==> src/rtl/stream_hsmooth_if.sv <==
// Avalon-ST style video stream bundle: 24-bit data plus valid/ready handshake
// and sop/eop packet framing. The master drives the word; the slave drives ready.
interface stream_hsmooth_if;
    logic [23:0] data;
    logic        valid;
    logic        ready;
    logic        sop;
    logic        eop;

    modport master (output data, output valid, output sop, output eop, input ready);
    modport slave  (input data, input valid, input sop, input eop, output ready);
endinterface

==> src/rtl/stream_hsmooth.sv <==
// Horizontal [1 2 1]/4 smoothing of RGB video packets ahead of colour detection.
// Video packets with the filter enabled are smoothed per channel with edge
// replication at both line ends. Control packets and bypassed frames are
// forwarded unchanged. Framing and backpressure are preserved through a single
// registered output stage.
module stream_hsmooth #(
    parameter int IMAGE_W = 640
) (
    input  logic                    clk,
    input  logic                    reset_n,
    input  logic                    enable,
    stream_hsmooth_if.slave         sink,
    stream_hsmooth_if.master        source
);

    localparam int XW = (IMAGE_W > 1) ? $clog2(IMAGE_W) : 1;
    localparam logic [XW-1:0] X_LAST = XW'(IMAGE_W - 1);

    typedef enum logic [2:0] {
        S_IDLE,   // between packets: stray words forwarded as-is
        S_PASS,   // control packet or bypassed video frame
        S_FIRST,  // waiting for the first pixel of a line
        S_RUN,    // filtering inside a line
        S_FLUSH   // emitting the right-edge pixel of a line
    } state_t;

    state_t        state_q, state_d;
    logic [XW-1:0] x_q, x_d;
    logic [23:0]   prev_q, prev_d;
    logic [23:0]   cur_q, cur_d;
    logic          eop_pend_q, eop_pend_d;

    logic [23:0]   data_q, data_d;
    logic          valid_q, valid_d;
    logic          sop_q, sop_d;
    logic          eop_q, eop_d;

    logic          out_free;
    logic          accept;
    logic          line_end;

    // Per-channel (a + 2b + c) >> 2; a 10-bit sum cannot overflow for 8-bit inputs.
    function automatic logic [23:0] smooth(input logic [23:0] a,
                                           input logic [23:0] b,
                                           input logic [23:0] c);
        logic [9:0]  sum;
        logic [23:0] res;
        res = '0;
        for (int ch = 0; ch < 3; ch++) begin
            sum = 10'(a[ch*8 +: 8]) + {1'b0, b[ch*8 +: 8], 1'b0} + 10'(c[ch*8 +: 8]);
            res[ch*8 +: 8] = sum[9:2];
        end
        return res;
    endfunction

    assign out_free    = ~valid_q | source.ready;
    assign sink.ready  = out_free & (state_q != S_FLUSH) & reset_n;
    assign accept      = sink.valid & sink.ready;
    assign line_end    = sink.eop | (x_q == X_LAST);

    assign source.data  = data_q;
    assign source.valid = valid_q;
    assign source.sop   = sop_q;
    assign source.eop   = eop_q;

    // Next-state, pixel pipeline and output-register load decisions.
    // NOTE: every variable gets its hold value first so no path leaves it
    // unassigned; that is what keeps this combinational block latch-free.
    always_comb begin
        state_d    = state_q;
        x_d        = x_q;
        prev_d     = prev_q;
        cur_d      = cur_q;
        eop_pend_d = eop_pend_q;
        data_d     = data_q;
        valid_d    = valid_q;
        sop_d      = sop_q;
        eop_d      = eop_q;

        // A free output register empties unless something below reloads it.
        if (out_free) begin
            valid_d = 1'b0;
        end

        if (accept && sink.sop) begin
            // Descriptor word: restarts framing from any state, dropping held pixels.
            data_d     = sink.data;
            valid_d    = 1'b1;
            sop_d      = 1'b1;
            eop_d      = sink.eop;
            prev_d     = '0;
            cur_d      = '0;
            eop_pend_d = 1'b0;
            x_d        = '0;
            state_d    = ((sink.data[3:0] == 4'h0) && enable) ? S_FIRST : S_PASS;
        end else if (accept) begin
            unique case (state_q)
                S_IDLE: begin
                    data_d  = sink.data;
                    valid_d = 1'b1;
                    sop_d   = 1'b0;
                    eop_d   = sink.eop;
                end
                S_PASS: begin
                    data_d  = sink.data;
                    valid_d = 1'b1;
                    sop_d   = 1'b0;
                    eop_d   = sink.eop;
                    if (sink.eop) begin
                        state_d = S_IDLE;
                    end
                end
                S_FIRST: begin
                    // Left edge: replicate the first pixel as its own left neighbour.
                    prev_d = sink.data;
                    cur_d  = sink.data;
                    x_d    = x_q + XW'(1);
                    if (line_end) begin
                        eop_pend_d = sink.eop;
                        state_d    = S_FLUSH;
                    end else begin
                        state_d    = S_RUN;
                    end
                end
                S_RUN: begin
                    data_d  = smooth(prev_q, cur_q, sink.data);
                    valid_d = 1'b1;
                    sop_d   = 1'b0;
                    eop_d   = 1'b0;
                    prev_d  = cur_q;
                    cur_d   = sink.data;
                    x_d     = x_q + XW'(1);
                    if (line_end) begin
                        eop_pend_d = sink.eop;
                        state_d    = S_FLUSH;
                    end
                end
                default: ;
            endcase
        end else if (state_q == S_FLUSH && out_free) begin
            // Right edge: replicate the last pixel as its own right neighbour.
            data_d     = smooth(prev_q, cur_q, cur_q);
            valid_d    = 1'b1;
            sop_d      = 1'b0;
            eop_d      = eop_pend_q;
            x_d        = '0;
            eop_pend_d = 1'b0;
            state_d    = eop_pend_q ? S_IDLE : S_FIRST;
        end
    end

    // State and datapath registers with synchronous active-low reset.
    // NOTE: sequential state uses non-blocking assignments only, so every flop
    // samples the pre-edge values computed above regardless of statement order.
    always_ff @(posedge clk) begin
        if (!reset_n) begin
            state_q    <= S_IDLE;
            x_q        <= '0;
            prev_q     <= '0;
            cur_q      <= '0;
            eop_pend_q <= 1'b0;
            data_q     <= '0;
            valid_q    <= 1'b0;
            sop_q      <= 1'b0;
            eop_q      <= 1'b0;
        end else begin
            state_q    <= state_d;
            x_q        <= x_d;
            prev_q     <= prev_d;
            cur_q      <= cur_d;
            eop_pend_q <= eop_pend_d;
            data_q     <= data_d;
            valid_q    <= valid_d;
            sop_q      <= sop_d;
            eop_q      <= eop_d;
        end
    end

endmodule

==> src/flat_wrapper.sv <==
// flat-port wrapper written by rule: the top's interface ports become plain ports
module stream_hsmooth_flat 
#(
    parameter int IMAGE_W = 640
)
  (clk, reset_n, enable, sink_data, sink_valid, sink_sop, sink_eop, sink_ready, source_data, source_valid, source_sop, source_eop, source_ready);
  stream_hsmooth_if sink_i ();
  stream_hsmooth_if source_i ();
  input  logic clk;
  input  logic reset_n;
  input  logic enable;
  input wire logic [$bits(sink_i.data)-1:0] sink_data;
  input wire logic [$bits(sink_i.valid)-1:0] sink_valid;
  input wire logic [$bits(sink_i.sop)-1:0] sink_sop;
  input wire logic [$bits(sink_i.eop)-1:0] sink_eop;
  output wire logic [$bits(sink_i.ready)-1:0] sink_ready;
  output wire logic [$bits(source_i.data)-1:0] source_data;
  output wire logic [$bits(source_i.valid)-1:0] source_valid;
  output wire logic [$bits(source_i.sop)-1:0] source_sop;
  output wire logic [$bits(source_i.eop)-1:0] source_eop;
  input wire logic [$bits(source_i.ready)-1:0] source_ready;
  assign sink_i.data = sink_data;
  assign sink_i.valid = sink_valid;
  assign sink_i.sop = sink_sop;
  assign sink_i.eop = sink_eop;
  assign sink_ready = sink_i.ready;
  assign source_data = source_i.data;
  assign source_valid = source_i.valid;
  assign source_sop = source_i.sop;
  assign source_eop = source_i.eop;
  assign source_i.ready = source_ready;
  stream_hsmooth #(.IMAGE_W(IMAGE_W)) u_core (.clk(clk), .reset_n(reset_n), .enable(enable), .sink(sink_i), .source(source_i));
endmodule
==> config.mk <==
export PLATFORM = sky130hd
export DESIGN_NAME = stream_hsmooth_flat
export DESIGN_NICKNAME = d
export VERILOG_FILES = /design/src/rtl/stream_hsmooth_if.sv /design/src/rtl/stream_hsmooth.sv /design/src/flat_wrapper.sv
export SDC_FILE = /design/constraint.sdc
export NUM_CORES = 1
export LEC_CHECK = 0
export BUFFER_PORTS_ARGS = -buffer_cell sky130_fd_sc_hd__buf_2
export CELL_PAD_IN_SITES_DETAIL_PLACEMENT = 1
export CELL_PAD_IN_SITES_GLOBAL_PLACEMENT = 2
export CORE_ASPECT_RATIO = 0.5
export CORE_MARGIN = 2
export CORE_UTILIZATION = 39
export DETAILED_ROUTE_END_ITERATION = 8
export HOLD_SLACK_MARGIN = 0.15
export MAX_ROUTING_LAYER = met4
export PLACE_DENSITY_LB_ADDON = 0.1
export SLEW_MARGIN = 20
export SYNTH_ARGS = -nofsm -noshare
export SYNTH_HDL_FRONTEND = slang
export SYNTH_SLANG_ARGS = --single-unit
export TNS_END_PERCENT = 30
==> constraint.sdc <==
create_clock -name clk -period 8.6 [get_ports clk]
set_clock_uncertainty 0.1 [all_clocks]
set_input_delay 1.29 -clock clk [delete_from_list [all_inputs] [get_ports clk]]
set_output_delay 1.29 -clock clk [all_outputs]
set_load 0.01 [all_outputs]
==> results.toml, run 1 <==
[yosys]
yosysMostFrequentCell = "nand2_1"
post_synth_instance_area_um2 = 6700
ys_seq_area_share_pct = 26.6
ys_top_cells_by_count = "97 x nand2_1, 89 x dfxtp_1, 84 x nor2_1"
async_reset_ff_share_pct = 0
synth_warnings = 0
ys_ff_latch = 89
netlist_instances = 821
yosysTopAreaCellShare_pct = 26.6
netlist.top_cell.by_area = "dfxtp_1"
post_synth_edffs = 0
synth.top_cells.by_area = "dfxtp_1 27%, ha_1 12%, nand2_1 5.4%"
ys_dominant_reg_cell = "dfxtp_1"
postSynthAreaPerCell_um2 = 8.16
synth_fp_nets = 919
post_synth_num_cell_types = 82

[worst_setup_path]
worstSetupStartpointType = "flop"
cp_slowest_cell = "o32ai_1"
critical_path_buf_inv_count = 0
critPathRequiredTime_ps = 8780
setup.worst_path.class = "flop to flop"
timing.critical_path.slowest_cell_delay_ps = 560
critPathTopFamily = "compound AO/OA/AOI/OAI gates"
max_fo_critical_path = 5
timing.critical_path.arrival_ps = 4120
critical_path.cell_chain = "ha_1 > fa_1 > a211oi_1 > nor2_1 > o21a_1 > nor2_1 > xnor2_1 > ha_1 > a211o_1 > o32ai_1 > nor2b_1 > xnor2_1 > a21oi_1 > nor3_1"
critical_path.endpoint_type = "flop"

[status]
status = "completed"

[final_layout]
finish.cell_count_without_fillers = 1088
nNetsFinal = 954
area_growth_pct = 11.2
post_route_cells_drive_above_1_share_pct = 12.3
num_antenna_cells = 0

[clock_tree]
clock_tree.buffer_depth = 2
cts_root_cell = "clkbuf_16"
cts_resized = 0
clock_latency_ps = 360
clock_pin_slew_on_the_worst_setup_and_hold_paths_ps = 70
clock_sinks = 89
post-cts-setup-buffer-count = 0
cts_hold_buffers = 0
cts_tree = "built"
cts_max_level = 3
clock_buffer_count_from_cts = 9

[global_route]
via_count_of_the_first_global_routing_pass = 6479
pin_count_of_the_biggest_net_entering_global_routing = 52
grt_pass1_wl_um = 35100
grt-ovfl-total = 0
global_route.usage.total_pct = 24.9
grt_antenna_before_repair = 0

[run]
timing.max_cap.violations = 0

[timing]
final_period_utilization_pct = 45.8
max-slew-margin-rel_pct = 41.6
period_needed_ps = 3940
setup_repair_after_global_routing_missed_its_margin = "no"
timing.final.hold_violations = 0
achievable-frequency_mhz = 254
fin_setup_tns_ps = 0
drv_slew = 0
worstMarginPinSlew_ps = 877
setup-violations-final = 0

[detailed_routing]
detailedRoute.firstPassIterationCount = 5
post-route-drc-count = 0
post_drt_wl_per_cell_um = 19.8
drt-vias-per-instance = 5.78
detail-route-antenna-nets = 0
dr_total_vias = 6284
violation_count_after_the_first_detailed_route_iteration = 252
routed_wirelength_um = 21600

[hold_path]
timing.hold.worst.class = "flop to flop"

[placed_design]
gp_congestion = 0.812
dp_cells = 1072
dp_hpwl_um = 16200
port_buffers = 58

[power]
static-leakage-power_nw = 3.21
report.power.total_mw = 1.01
irDropWorstVdd_uv = 90.2
power.density_cell_area_nw_per_um2 = 135

[floorplanning]
fp-row-count = 33
initial_utilization_pct = 40.4
floorplan_die_height_um = 96.7
dieArea_um2 = 18300
io-pin-count = 59
coreArea_um2 = 16600
floorplan.die.width_um = 189
registers in the layout, summed over array words and instances (netlist names):
register             flops
u_core.source.sop        1
u_core.prev_q           24
u_core.cur_q            24
u_core.eop_pend_q        1
u_core.state_q           3
u_core.source.data      24
u_core.x_q              10
u_core.source.valid      1
u_core.source.eop        1
worst reg2reg max path: stages, from the launching register on:
cell,delay (ps)
dfxtp_1,370
ha_1,270
fa_1,490
a211oi_1,270
nor2_1,120
o21a_1,180
nor2_1,110
xnor2_1,190
ha_1,320
a211o_1,280
o32ai_1,560
nor2b_1,130
xnor2_1,190
a21oi_1,90
nor3_1,190
area by class of cell:
| cell class | count | area [um^2] |
|---|---|---|
| well taps | 227 | 284 |
| clock buffers | 11 | 243 |
| repair buffers | 64 | 335 |
| clock inverters | 5 | 55.1 |
| fillers | 2017 | 9150 |
| flip-flops and latches | 89 | 1780 |
| inverters | 11 | 41.3 |
| multi-input cells | 681 | 4710 |
stage by stage:
stage	utilization (%)	hold WS [ps]	worst slack [ps]	area (um^2)
floorplan	-	352	5260	6700
global placement	43.0	382	4750	7150
detailed placement	43.0	390	4600	7150
CTS	44.8	403	4720	7440
global route	44.9	431	4430	7450
finish	44.9	407	4660	7450
layout by cell type (no fill, tap or decap), drive strengths merged, types with 14 or more instances in the layout:
cell,synthesis,routed
xnor2,22,22
o21a,18,18
nand2,98,98
mux2i,20,20
buf,20,64
dfxtp,89,89
a21oi,71,71
ha,64,64
a211oi,35,35
a21boi,14,14
xor2,25,25
o21ai,36,36
nor2,84,84
final timing paths:
kind	slack, ps	end	cells after the start	startpoint
max	4660	u_core.source.data[23]	14	u_core.cur_q[16]
min	410	u_core.source.data[7]	2	u_core.source.data[7]
max reg2reg	4660	u_core.source.data[23]	14	u_core.cur_q[16]
min reg2reg	410	u_core.source.data[7]	2	u_core.source.data[7]
logic make-up after synthesis:
| kind of cell | count (synthesis) | synth area share [%] |
|---|---|---|
| compound gates | 271 | 28.7 |
| mux | 20 | 2.99 |
| buf+inv | 51 | 3.38 |
| fa+ha+maj | 67 | 12.8 |
| simple gates | 276 | 19.2 |
| xor+xnor | 47 | 6.26 |
| flops | 89 | 26.6 |
routing by layer:
| metal | share of wire [%] | wire (um) | global-route usage (%) | vias to the layer above |
|---|---|---|---|---|
| met2 | 44 | 9480 | 38.5 | 77 |
| li1 | - | - | - | 3121 |
| met5 | 0 | 0 | - | - |
| met3 | 4.6 | 994 | 4.46 | 12 |
| met4 | 0.64 | 138 | 3.76 | 0 |
| met1 | 51 | 11000 | 34.7 | 3074 |
power breakdown:
group / total, mW / internal, mW / leakage [nW] / switching (mW)
registers: 0.437 / 0.425 / 0.721 / 0.0122
clock network: 0.409 / 0.233 / 0.142 / 0.177
logic: 0.160 / 0.0596 / 2.35 / 0.100
total: 1.01 / 0.717 / 3.21 / 0.289
Power figures use the tool's default switching activity.
==> run 2: changes to the inputs <==
- CORE_UTILIZATION: 39 -> 37
- clock period: 8.6 -> 3.79 ns (I/O delays scaled with it)
==> run 2 against run 1 <==
  * The flow now finishes with violations (DRC)
  * Maximum frequency increased by 11%
  * Via count about the same
  * Global-route usage decreased by 1.2 points
  * Final cell count increased by 1.3%
  * Clock power increased by 110%
  * Largest cell class unchanged
  * Non-clock buffer count increased by 7
  * Setup slack got worse by 4400 ps
  * Die area increased by 5.2%
  * Sequential power increased by 130%
  * Core utilization decreased by 2.1 points
  * Wire length decreased by 0.60%
==> results.toml, run 2 (synthesized netlist as in run 1, its figures left out) <==
[timing]
achievable-frequency_mhz = 282
timing.final.hold_violations = 0
drv_slew = 0
final_period_utilization_pct = 93.7
setup-violations-final = 0
worstMarginPinSlew_ps = 762
max-slew-margin-rel_pct = 49.1
period_needed_ps = 3550

[clock_tree]
clock_buffer_count_from_cts = 9
post-cts-setup-buffer-count = 0
cts_root_cell = "clkbuf_16"
cts_hold_buffers = 0
clock_tree.buffer_depth = 2
clock_sinks = 89
cts_resized = 0
cts_max_level = 3
clock_latency_ps = 360
cts_tree = "built"
clock_pin_slew_on_the_worst_setup_and_hold_paths_ps = 70

[final_layout]
finish.cell_count_without_fillers = 1102
nNetsFinal = 961
post_route_cells_drive_above_1_share_pct = 13.4
num_antenna_cells = 0
layout.cells.most_common = "nand2_1"
area_growth_pct = 12.3
mostFrequentLayoutCells = "96 x nand2_1, 88 x dfxtp_1, 84 x nor2_1"
finish.utilization_pct = 42.8

[global_route]
via_count_of_the_first_global_routing_pass = 6511
global_route.usage.total_pct = 23.7
grt_antenna_before_repair = 0
grt_pass1_wl_um = 35000
pin_count_of_the_biggest_net_entering_global_routing = 40
grt-ovfl-total = 0

[worst_setup_path]
worstSetupStartpointType = "flop"
critical_path.endpoint_type = "flop"
critical_path.cell_chain = "ha_1 > fa_1 > a211oi_1 > nor2_1 > o21a_1 > nor2_1 > xnor2_1 > ha_1 > a211o_1 > o32ai_4 > nor2b_1 > xnor2_1 > a21oi_1 > nor3_1"
cp_slowest_cell = "fa_1"
critPathRequiredTime_ps = 3970
worst_setup_path_startpoint = "u_core.cur_q[16]"
critical_path_buf_inv_count = 0
setup.worst_path.class = "flop to flop"
timing.critical_path.arrival_ps = 3740
timing.critical_path.slowest_cell_delay_ps = 480
r2r_start = "u_core.cur_q[16]"
critPathTopFamily = "compound AO/OA/AOI/OAI gates"
max_fo_critical_path = 5

[placed_design]
dp_cells = 1086
gp_congestion = 0.824
port_buffers = 58
dp_hpwl_um = 16500

[detailed_routing]
drt-vias-per-instance = 5.71
routed_wirelength_um = 21400
dr_total_vias = 6290
detailedRoute.firstPassIterationCount = 6
post-route-drc-count = 4
detail-route-antenna-nets = 0
violation_count_after_the_first_detailed_route_iteration = 271
post_drt_wl_per_cell_um = 19.5

[hold_path]
hold_path.startpoint = "u_core.source.data[7]"
timing.hold.worst.class = "flop to flop"

[power]
irDropWorstVdd_uv = 215
static-leakage-power_nw = 3.24
report.power.total_mw = 2.23
power.density_cell_area_nw_per_um2 = 296

[status]
failed_checks = "DRC"
status = "finished with violations"

[floorplanning]
floorplan_die_height_um = 99.2
coreArea_um2 = 17600
dieArea_um2 = 19300
floorplan.die.width_um = 194
fp-row-count = 34
io-pin-count = 59
initial_utilization_pct = 38.1

[run]
timing.max_cap.violations = 0
[run 2: tightest hold or removal path, stage by stage, from the launching register on]
cell     delay (ps)
dfxtp_1         340
nand2_1          70
o41ai_2          50
[run 2: stage by stage]
stage / cell area [um^2] / setup slack (ps) / hold slack, ps / TNS [ps]
floorplan: 6700 / 453 / 352 / 0
global route: 7520 / -20.0 / 394 / -20.0
finish: 7520 / 238 / 375 / 0
detailed placement: 7220 / 103 / 363 / 0
global placement: 7220 / 223 / 373 / 0
CTS: 7490 / 96.4 / 381 / 0
[run 2: per-layer routing]
metal / routed length [um] / vias to the layer above / share of wire, % / GRT usage (%)
li1: - / 3128 / - / -
met1: 11000 / 3079 / 51 / 31.2
met2: 9600 / 69 / 45 / 38.8
met3: 633 / 14 / 3.0 / 4.37
met4: 170 / 0 / 0.79 / 3.91
met5: 0 / - / 0 / -
[run 2: area by class of cell]
type | count | area, um^2
sequential | 89 | 1780
multi-input combinational | 681 | 4730
clock inverter | 6 | 42.5
inverter | 11 | 41.3
timing repair buffer | 71 | 400
tap | 234 | 293
clock buffer | 10 | 229
fill | 2146 | 10000
[run 2: final timing paths]
check | slack (ps) | to | depth (start not counted)
hold reg to reg | 380 | u_core.source.data[7] | 2
setup / recovery | 240 | u_core.source.data[23] | 14
hold / removal | 380 | u_core.source.data[7] | 2
setup reg to reg | 240 | u_core.source.data[23] | 14
[run 2: where the power goes]
group	internal [mW]	leakage (nW)	switching (mW)	total [mW]
clock	0.448	0.129	0.426	0.874
combinational	0.140	2.38	0.228	0.367
sequential	0.963	0.722	0.0244	0.987
total	1.55	3.24	0.678	2.23
==> run 3: changes to the inputs <==
- CORE_UTILIZATION: 37 -> 39
- clock period: 3.79 -> 4.25 ns (I/O delays scaled with it)
==> run 3 against run 2 <==
  * The run now ends clean
  * Wire length grew 1.0%
  * Hold slack gained 3.1 ps
  * Total power shrank 6.2%
  * Sequential power shrank 11%
  * Cell area decreased by 0.15%
  * Sequential share of layout area is essentially flat
  * Combinational power decreased by 11%
  * Die area down 5.0%
  * Clock-buffer cell count is 2 higher
  * Critical endpoint unchanged
==> results.toml, run 3 (synthesized netlist as in run 1, its figures left out) <==
[worst_setup_path]
setup.worst_path.class = "flop to flop"
critical_path.cell_chain = "ha_1 > fa_1 > a211oi_1 > nor2_1 > o21a_1 > nor2_1 > xnor2_1 > ha_1 > a211o_1 > o32ai_1 > nor2b_1 > xnor2_1 > a21oi_1 > nor3_1"
r2r_start = "u_core.cur_q[16]"
timing.critical_path.slowest_cell_delay_ps = 510
r2r-end = "u_core.source.data[23]"
max_fo_critical_path = 5
worst_setup_path_startpoint = "u_core.cur_q[16]"
critical_path_buf_inv_count = 0
critPathTopFamily = "compound AO/OA/AOI/OAI gates"
timing.critical_path.depth = 14
ff2ff_path_depth = 14
cp-endpoint = "u_core.source.data[23]"
timing.critical_path.arrival_ps = 3990
critPathRequiredTime_ps = 4440
cp_slowest_cell = "o32ai_1"
critical_path.endpoint_type = "flop"
rrSetupSlack_ps = 450
worstSetupStartpointType = "flop"

[floorplanning]
io-pin-count = 59
coreArea_um2 = 16600
initial_utilization_pct = 40.4
floorplan.die.width_um = 189
dieArea_um2 = 18300
fp-row-count = 33
floorplan_die_height_um = 96.7

[run]
timing.max_cap.violations = 0

[detailed_routing]
detail-route-antenna-nets = 0
detailedRoute.firstPassIterationCount = 4
drt-vias-per-instance = 5.80
post_drt_wl_per_cell_um = 19.8
dr_total_vias = 6339
violation_count_after_the_first_detailed_route_iteration = 275
post-route-drc-count = 0
routed_wirelength_um = 21700

[final_layout]
nNetsFinal = 959
layout.cells.most_common = "nand2_1"
multi_input_area_um2 = 4710
seqCellArea_um2 = 1780
finish.utilization_pct = 45.3
num_antenna_cells = 0
finish.cell_count_without_fillers = 1093
mostFrequentLayoutCells = "96 x nand2_1, 89 x dfxtp_1, 84 x nor2_1"
fillerInstances = 2039
area_growth_pct = 12.1
post_route_cells_drive_above_1_share_pct = 12.7

[clock_tree]
post-cts-setup-buffer-count = 0
cts_root_cell = "clkbuf_16"
clock_tree.buffer_depth = 2
clock_pin_slew_on_the_worst_setup_and_hold_paths_ps = 70
cts_resized = 0
clock_latency_ps = 360
clock_buffer_count_from_cts = 9
cts_tree = "built"
cts_hold_buffers = 0
clock_sinks = 89
cts_max_level = 3

[hold_path]
timing.hold.worst.class = "flop to flop"

[timing]
drv_slew = 0
achievable-frequency_mhz = 263
timing.final.hold_violations = 0
fin_setup_tns_ps = 0
max-slew-margin-rel_pct = 45.4
setup-violations-final = 0
setup_repair_after_global_routing_missed_its_margin = "no"
worstMarginPinSlew_ps = 817
hold_slack_ps = 378
period_needed_ps = 3800
final_period_utilization_pct = 89.3

[power]
power.density_cell_area_nw_per_um2 = 278
static-leakage-power_nw = 3.24
irDropWorstVdd_uv = 208
report.power.total_mw = 2.09

[placed_design]
port_buffers = 58
dp_cells = 1077
dp_hpwl_um = 16600
gp_congestion = 0.848

[status]
status = "completed"

[global_route]
grt_pass1_wl_um = 35700
grt-ovfl-total = 0
via_count_of_the_first_global_routing_pass = 6568
global_route.usage.total_pct = 25.2
grt_antenna_before_repair = 0
pin_count_of_the_biggest_net_entering_global_routing = 42
==> run 3: cell count changes in the layout (fill, tap and decap cells not counted), sizes merged <==
cell,change
inv,-1
clkinv,-2
clkbuf,+2
clkinvlp,-1
buf,-2
bufinv,+2
==> run 3: metrics by stage <==
| step | area, um^2 | setup slack, ps |
|---|---|---|
| after floorplan | 6700 | 913 |
| after global placement | 7200 | 635 |
| after detailed placement | 7200 | 481 |
| after CTS | 7510 | 450 |
| after global routing | 7510 | 54.4 |
| final | 7510 | 454 |
==> run 3: worst min path at each step <==
stage                          start                     to  cells after the start
6_report       u_core.source.data[7]  u_core.source.data[7]                      2
5_1_grt        u_core.source.data[7]  u_core.source.data[7]                      2
4_1_cts        u_core.source.data[7]  u_core.source.data[7]                      2
3_5_place_dp   u_core.source.data[7]  u_core.source.data[7]                      2
3_3_place_gp   u_core.source.data[7]  u_core.source.data[7]                      2
2_1_floorplan      u_core.eop_pend_q      u_core.source.eop                      2
==> run 3: power breakdown <==
group          switching, mW  leakage [nW]  internal, mW  total (mW)
Clock                  0.362         0.147         0.519       0.881
Combinational          0.204          2.38         0.124       0.328
Sequential            0.0226         0.721         0.859       0.882
==> run 3: worst reg2reg max path, delay by kind of cell, from the launching register on <==
family	cells	cell delay (ps)
adders and majority gates	3	1090
and+or+nand+nor	4	540
AOI/OAI and AO/OA	5	1320
xor gates and xnor gates	2	350
DFF	1	350
==> run 3: layer usage <==
| layer | wire [um] | global-route usage [%] | part of all wire [%] |
|---|---|---|---|
| met1 | 11100 | 34.9 | 51 |
| met2 | 9520 | 38.6 | 44 |
| met3 | 915 | 4.90 | 4.2 |
| met4 | 171 | 4.35 | 0.79 |
| met5 | 0 | - | 0 |
==> run 3: area by class of cell <==
| cell class | instances | area share, % |
|---|---|---|
| Multi-Input combinational cell | 681 | 62.7 |
| Clock inverter | 4 | 1.02 |
| Tap cell | 227 | 3.78 |
| Sequential cell | 89 | 23.7 |
| Inverter | 11 | 0.550 |
| Timing Repair Buffer | 69 | 5.13 |
| Clock buffer | 12 | 3.15 |
